--- config.mk ---
export PLATFORM = sky130hd
export DESIGN_NAME = piso_serializer
export DESIGN_NICKNAME = d
export VERILOG_FILES = /design/src/rtl/piso_serializer.sv
export SDC_FILE = /design/constraint.sdc
export NUM_CORES = 1
export LEC_CHECK = 0
export ABC_AREA = 1
export CORE_MARGIN = 8
export CORE_UTILIZATION = 43
export DETAILED_ROUTE_END_ITERATION = 10
export PLACE_DENSITY_LB_ADDON = 0.15
export SETUP_SLACK_MARGIN = 0.15
export SLEW_MARGIN = 20
export SYNTH_ARGS = -nofsm -noshare
export SYNTH_HDL_FRONTEND = slang
export SYNTH_SLANG_ARGS = --single-unit
export TNS_END_PERCENT = 5
--- constraint.sdc ---
create_clock -name clk_i -period 1.3 [get_ports clk_i]
set_input_delay 0.13 -clock clk_i [delete_from_list [all_inputs] [get_ports clk_i]]
set_output_delay 0.13 -clock clk_i [all_outputs]
set_load 0.02 [all_outputs]
--- src/rtl/piso_serializer.sv ---
// Parallel-in serial-out serializer with valid/ready word intake, framed
// serial output, optional idle gap between words and last-bit pulse.
module piso_serializer #(
  parameter int N         = 8,
  parameter bit MSB_FIRST = 1'b1,
  parameter int GAP       = 0
) (
  input  logic         clk_i,
  input  logic         rst_ni,
  input  logic [N-1:0] data_i,
  input  logic         valid_i,
  output logic         ready_o,
  output logic         serial_o,
  output logic         frame_o,
  output logic         busy_o,
  output logic         done_o
);

  localparam int CW = (N > 1) ? $clog2(N) : 1;
  localparam int GW = ($clog2(GAP + 1) > 0) ? $clog2(GAP + 1) : 1;
  localparam logic [CW-1:0] CNT_LOAD = CW'(N - 1);
  localparam logic [GW-1:0] GAP_LAST = (GAP > 0) ? GW'(GAP - 1) : '0;

  typedef enum logic [1:0] {IDLE, SHIFT, GAP_S} state_t;

  state_t        state;
  logic [N-1:0]  sr;
  logic [CW-1:0] cnt;
  logic [GW-1:0] gcnt;

  logic          last_bit;
  logic          hs;
  logic          first_bit;
  logic          next_bit;
  logic [N-1:0]  load_sr;
  logic [N-1:0]  shift_sr;

  // Handshake and bit selection depend only on state and current word.
  always_comb begin
    last_bit  = (state == SHIFT) && (cnt == '0);
    ready_o   = (state == IDLE) || (last_bit && (GAP == 0));
    hs        = valid_i && ready_o;
    busy_o    = (state != IDLE);
    first_bit = MSB_FIRST ? data_i[N-1] : data_i[0];
    load_sr   = MSB_FIRST ? (data_i << 1) : (data_i >> 1);
    next_bit  = MSB_FIRST ? sr[N-1] : sr[0];
    shift_sr  = MSB_FIRST ? (sr << 1) : (sr >> 1);
  end

  // FSM with registered serial outputs; a load presents the first bit at once
  // so it shows up one cycle after the handshake.
  always_ff @(posedge clk_i or negedge rst_ni) begin
    if (!rst_ni) begin
      state    <= IDLE;
      sr       <= '0;
      cnt      <= '0;
      gcnt     <= '0;
      serial_o <= 1'b0;
      frame_o  <= 1'b0;
      done_o   <= 1'b0;
    end else begin
      done_o <= 1'b0;
      case (state)
        IDLE: begin
          serial_o <= 1'b0;
          frame_o  <= 1'b0;
          if (hs) begin
            state    <= SHIFT;
            sr       <= load_sr;
            cnt      <= CNT_LOAD;
            serial_o <= first_bit;
            frame_o  <= 1'b1;
          end
        end
        SHIFT: begin
          if (cnt != '0) begin
            serial_o <= next_bit;
            frame_o  <= 1'b1;
            sr       <= shift_sr;
            cnt      <= cnt - 1'b1;
            done_o   <= (cnt == CW'(1));
          end else if (GAP > 0) begin
            state    <= GAP_S;
            gcnt     <= GAP_LAST;
            serial_o <= 1'b0;
            frame_o  <= 1'b0;
          end else if (hs) begin
            // back-to-back word: no bubble between frames
            sr       <= load_sr;
            cnt      <= CNT_LOAD;
            serial_o <= first_bit;
            frame_o  <= 1'b1;
          end else begin
            state    <= IDLE;
            serial_o <= 1'b0;
            frame_o  <= 1'b0;
          end
        end
        GAP_S: begin
          serial_o <= 1'b0;
          frame_o  <= 1'b0;
          if (gcnt == '0) state <= IDLE;
          else            gcnt  <= gcnt - 1'b1;
        end
        default: begin
          state    <= IDLE;
          serial_o <= 1'b0;
          frame_o  <= 1'b0;
        end
      endcase
    end
  end

endmodule

# Yosys cells after proc, flatten, opt, wreduce, memory -nomap -nowiden
# Cells that the tools add are included.
# W data, S select, Z words.
[word_totals] out_inout_bits=5 regBits=17 wordCells=45 inputBits=11
[op_classes] n_eq_ne=7 addsub=2 reduce_logical=9 mux=20
[ops] operator="$mux W8" n=2
[ops] operator="$pmux W8 S2" n=1
[ops] operator="$mux W2" n=4
[ops] operator="$ne A2 B2 Y1 const B" n=4
[ops] operator="$mux W1" n=7
[ops] operator="$mux W3" n=2
[ops] operator="$pmux W2 S3" n=1
[ops] operator="$pmux W3 S2" n=1
[ops] operator="$pmux W1 S2" n=2
[ops] operator="$reduce_and A4 Y1" n=1
[ops] operator="$reduce_bool A2 Y1" n=2
[ops] operator="$eq A3 B1 Y1 const B" n=1
[ops] operator="$logic_not A3 Y1" n=1
[ops] operator="$reduce_bool A3 Y1" n=1
[ops] operator="$sub A3 B1 Y3 const B" n=1
[ops] operator="$eq A2 B1 Y1 const B" n=1
[ops] operator="$eq A2 B2 Y1 const B" n=1
[ops] operator="$logic_and A1 B1 Y1" n=2
[ops] operator="$logic_not A2 Y1" n=1
[ops] operator="$logic_or A1 B1 Y1" n=1
[ops] operator="$sub A1 B1 Y1 const B" n=1

# Logic depth before layout (Yosys ltp)
[depth] word_depth=7 depth_mapped=8 mapped_depth_nobuf=8

# Least setup slack after synthesis
# OpenSTA, ideal clock, no wires.
[synth_timing] path_type="register to register" start="reg cnt[0]" end="reg sr[3]" synth_period_minus_slack_ns=1.223 path_buffers=1 setup_ns=0.117 path_slack_ns=0.077 path_stages_with_launch=9 arrival_time_ns=1.106 t_required_ns=1.183 cell_sequence="dfrtp_1 -> inv_1 -> ha_1 -> nand2_2 -> nand2_4 -> buf_6 -> nand3_1 -> nand2_1 -> nor2_1"
[synth_via] elab_chain_cells=7 elab_cells_between_ends=8 cone_classes="mux: 3; reduce/logical: 5"
[synth_lines] element="from (decl)" line="28" text="logic [CW-1:0] cnt;"
[synth_lines] element="from (signal assigned)" line="80" text="cnt <= cnt - 1'b1;"
[synth_lines] element="$logic_not A3 Y1 (*)" line="40" text="last_bit = (state == SHIFT) && (cnt == '0);"
[synth_lines] element="$logic_and A1 B1 Y1 (*)" line="40"
[synth_lines] element="$logic_or A1 B1 Y1 (*)" line="41" text="ready_o = (state == IDLE) || (last_bit && (GAP == 0));"
[synth_lines] element="via ready_o" line="12" text="output logic ready_o,"
[synth_lines] element="$logic_and A1 B1 Y1 (*)" line="42" text="hs = valid_i && ready_o;"
[synth_lines] element="$mux W8 (*)"
[synth_lines] element="$mux W8" line="76" text="if (cnt != '0) begin"
[synth_lines] element="$pmux W8 S2 (*)" line="63" text="case (state)"
[synth_lines] element="to (signal assigned)" line="69" text="sr <= load_sr;"
[synth_lines] element="to (signal assigned)" line="79" text="sr <= shift_sr;"
[synth_lines] element="to (signal assigned)" line="89" text="sr <= load_sr;"
[synth_lines] element="to (decl)" line="27" text="logic [N-1:0] sr;"
# Mark *: on every way through the listed nets, which the timed path passes. The rest lies on a longest branch.
# A chain may end at the register's enable or synchronous reset.

# Worst setup path after layout
[layout_timing] start="reg cnt[0]" end="out ready_o"
[layout_via] elab_chain_cells=3
[layout_lines] element="$logic_not A3 Y1" line="40"
[layout_lines] element="$logic_and A1 B1 Y1" line="40"
[layout_lines] element="$logic_or A1 B1 Y1" line="41"
[layout_lines] element="to (decl)" line="12"
# No other way between the ends.

==> summary.md <==
The flow ran to the end, and the final reports show no timing, DRC or antenna violations. The tools report the number of global-route vias before repair as 656. Relative to the synthesized area, the layout overhead comes to 47.1%. The fraction of post-synthesis cell area in the top cell type by area came out at 50.8%.

The vertical extent of the die is 57.4 um, and the die width is 57.4 um. For this run, the top clock speed supported by timing is 780 MHz. The tools report the row count as 15. nand2_1 is the most common cell in the netlist. Of the synthesized area, sequential elements account for 50.8%. The net count of the finished layout is 135. The core footprint is 1670 um2. The run gives 0.154 ns as the final hold slack. By startpoint and endpoint, the worst setup path is classified as register to output port. For the antenna violation net count after detailed routing, the log shows 0. The final estimated routing congestion in global placement came out at 0.733. Clock-pin slew was measured on the worst setup and hold paths at 0.09 ns. The run gives 1.17 ns as the required time of the critical path. Setup violations remaining at the end of the flow were counted as 0. For this block, the via count after detailed routing is 658. TritonCTS built the clock tree.

The top fanout value on the critical path was 2; the count of yosys warnings during synthesis was 0. The biggest area contributor in the post-synthesis netlist is dfrtp_1. Netlist area before placement: 738 um2. The signal on the critical path passes through inv_2, ha_4, nand2_4, nand2_4, buf_6. The design draws 2460 uW.

The average instance in the mapped netlist occupies 8.20 um2. The pin count of the biggest net entering global routing is 16, and the worst-case vdd ir drop is 1.03 mV. The initial core utilization was 44.2%. The count of unique library cells instantiated by Yosys came out at 13. The worst setup path is launched from a register. Clock tree synthesis found a total of 15 sinks. On the worst path, the slowest cell contributes a delay of 0.40 ns.

The type of the worst min-delay path was primary input to asynchronous set/reset pin. The HPWL after detailed placement is 1110 um. By area the synthesized netlist is led by dfrtp_1 (51%), nand2_1 (12%), nor2_1 (8.1%).

The tools report the number of antenna violations at the first check in global routing as 0. The number of levels the H-tree was split into was 1. Among all stages on the critical path, the largest delay is contributed by dfrtp_1. The first global-routing pass estimated 2770 um of wire. Synthesis produced a netlist with a net count of 104. Counting the buffers created by CTS gives 3. For the number of violations of the max-capacitance limit, the log shows 0. The dominant register cell in the synthesized netlist was dfrtp_1.

Count of pins over their slew limit: 0. During I/O placement, the number of pins put on the boundary was 16. No sink is reached through more buffers than the 2 on the longest clock path. The critical path's most frequent cell is nand2_4. By count the netlist is led by nand2_1 (24), nor2_1 (16), dfrtp_1 (15). The number of hold-slack violations in the final timing report is 0, and the data arrival at the endpoint of the critical path is 1.15 ns.

Setup repair after global routing could not meet its margin everywhere. The cell count after synthesis came out at 90. Input and output buffers added on the ports amount to 15.

The tools report the kind of capture point of the worst setup path as an output port. For the pin with the worst max-slew slack, the measured transition is 0.237 ns. Cells with a size suffix above 1 make up 30.8% of the layout. The relative max-transition margin is 84.1%. In this run the power density over the cells is 2260 nW/um2. Detail-routed via count per cell: 4.80.

The repair_antennas step left the layout with diodes totalling 0. For the leakage power, the log shows 0.000574 uW. Number of synthesized register bits: 15. Before antenna repair, the detailed router went through 4 iterations. The floorplan die area was 3300 um2; the average wire length per cell after detail routing was 11.8 um. Summed over all layers, the routed wires come to 1610 um.

In the synthesized netlist the async set-or-reset flop fraction comes to 100%. Yosys mapped a number of flops with a built-in enable equal to 0. Counting I/O delays and the setup requirement, the final critical path takes 1.28 ns. The number of remaining DRC errors is 0. The tools report the CTS root buffer as clkbuf_4. Counting the fill cells in the layout gives 154. At the later pin of the worst-skew pair, clock insertion delay measures 0.28 ns. Global routing finished with a remaining overflow of 0. The period utilization was 98.6%; the total routing usage reported by global routing was 10.5%. The largest clock skew in the final design is 0.00725 ns. After the first detailed-routing iteration, the DRC count stood at 14.
==> state kept, by name, summed over array words and instances, names as in the netlist <==
name and cells:
done_o 1, cnt 3, frame_o 1, state 1, sr 8, serial_o 1
==> worst paths after layout <==
path / end / slack (ns) / startpoint / depth (start not counted)
min in group clk_i: sr[7]$_DFF_PN0_ / 0.41 / data_i[6] / 3
max in group asynchronous: sr[1]$_DFF_PN0_ / 0.96 / rst_ni / 2
max: ready_o / 0.02 / cnt[0]$_DFF_PN0_ / 5
min reg2reg: sr[0]$_DFF_PN0_ / 0.50 / sr[0]$_DFF_PN0_ / 2
min: serial_o$_DFF_PN0_ / 0.15 / rst_ni / 2
max reg2reg: sr[5]$_DFF_PN0_ / 0.04 / cnt[0]$_DFF_PN0_ / 8
==> repair_timing <==
item                                   4_1_cts  5_1_grt
hold buffers                                 0        0
gates resized for setup                     10       19
pin swaps                                    1       10
setup buffers                                0        1
endpoints found under the hold margin        0        0
setup endpoints to repair                   17       17
==> metal layers <==
metal / wire length (um) / track usage (%) / vias up
met4: 17 / 4.29 / 0
li1: - / - / 330
met2: 811 / 17.2 / 13
met3: 102 / 3.14 / 2
met1: 681 / 12.3 / 313
met5: 0 / 0 / -
==> where the power goes <==
group / switching [uW] / internal (uW) / total [uW]
sequential: 74.7 / 669 / 743
clock: 149 / 119 / 268
combinational: 778 / 667 / 1450
total: 1000 / 1460 / 2460
==> per-stage QoR <==
| step | setup WS [ns] | cells | area (um2) | TNS [ns] | utilization [%] |
|---|---|---|---|---|---|
| floorplan | 0.162 | 90 | 754 | 0 | - |
| finish | 0.0183 | 137 | 1090 | 0 | 65.0 |
| global placement | -0.111 | 132 | 990 | -0.111 | 59.3 |
| detailed placement | -0.134 | 132 | 990 | -0.323 | 59.3 |
| CTS | -0.00841 | 136 | 1010 | -0.0163 | 60.7 |
| global route | -0.0455 | 137 | 1090 | -0.300 | 65.0 |
==> logic make-up after synthesis <==
logic type | after synthesis | share of synthesized area, %
flops | 15 | 50.8
compound gates | 3 | 2.88
fa+ha+maj | 3 | 5.09
buf+inv | 16 | 10.2
simple gates | 53 | 31.0
==> layout make-up <==
cell class	instances	area [um2]	area share, %
Sequential cell	15	375	34.6
Multi-Input combinational cell	59	343	31.6
Inverter	14	52.6	4.84
Timing Repair Buffer	28	268	24.7
Tap cell	17	21.3	1.96
Clock buffer	4	26.3	2.42
==> cell usage in the layout, fill, tap and decap left out, types with 7 or more instances in the layout <==
master and count:
nor2_1 13, clkdlybuf4s50_1 10, dfrtp_1 15, inv_1 10, buf_4 9, nand3_1 9, nand2_2 7, nand2_1 17
==> critical path, delay by kind of cell (launching register included) <==
| kind | cells | cell delay (ns) |
|---|---|---|
| fa+ha+maj | 1 | 0.15 |
| flops | 1 | 0.40 |
| buf+inv | 2 | 0.21 |
| simple gates | 2 | 0.12 |
No activity file was read; power rests on OpenSTA's default activity.
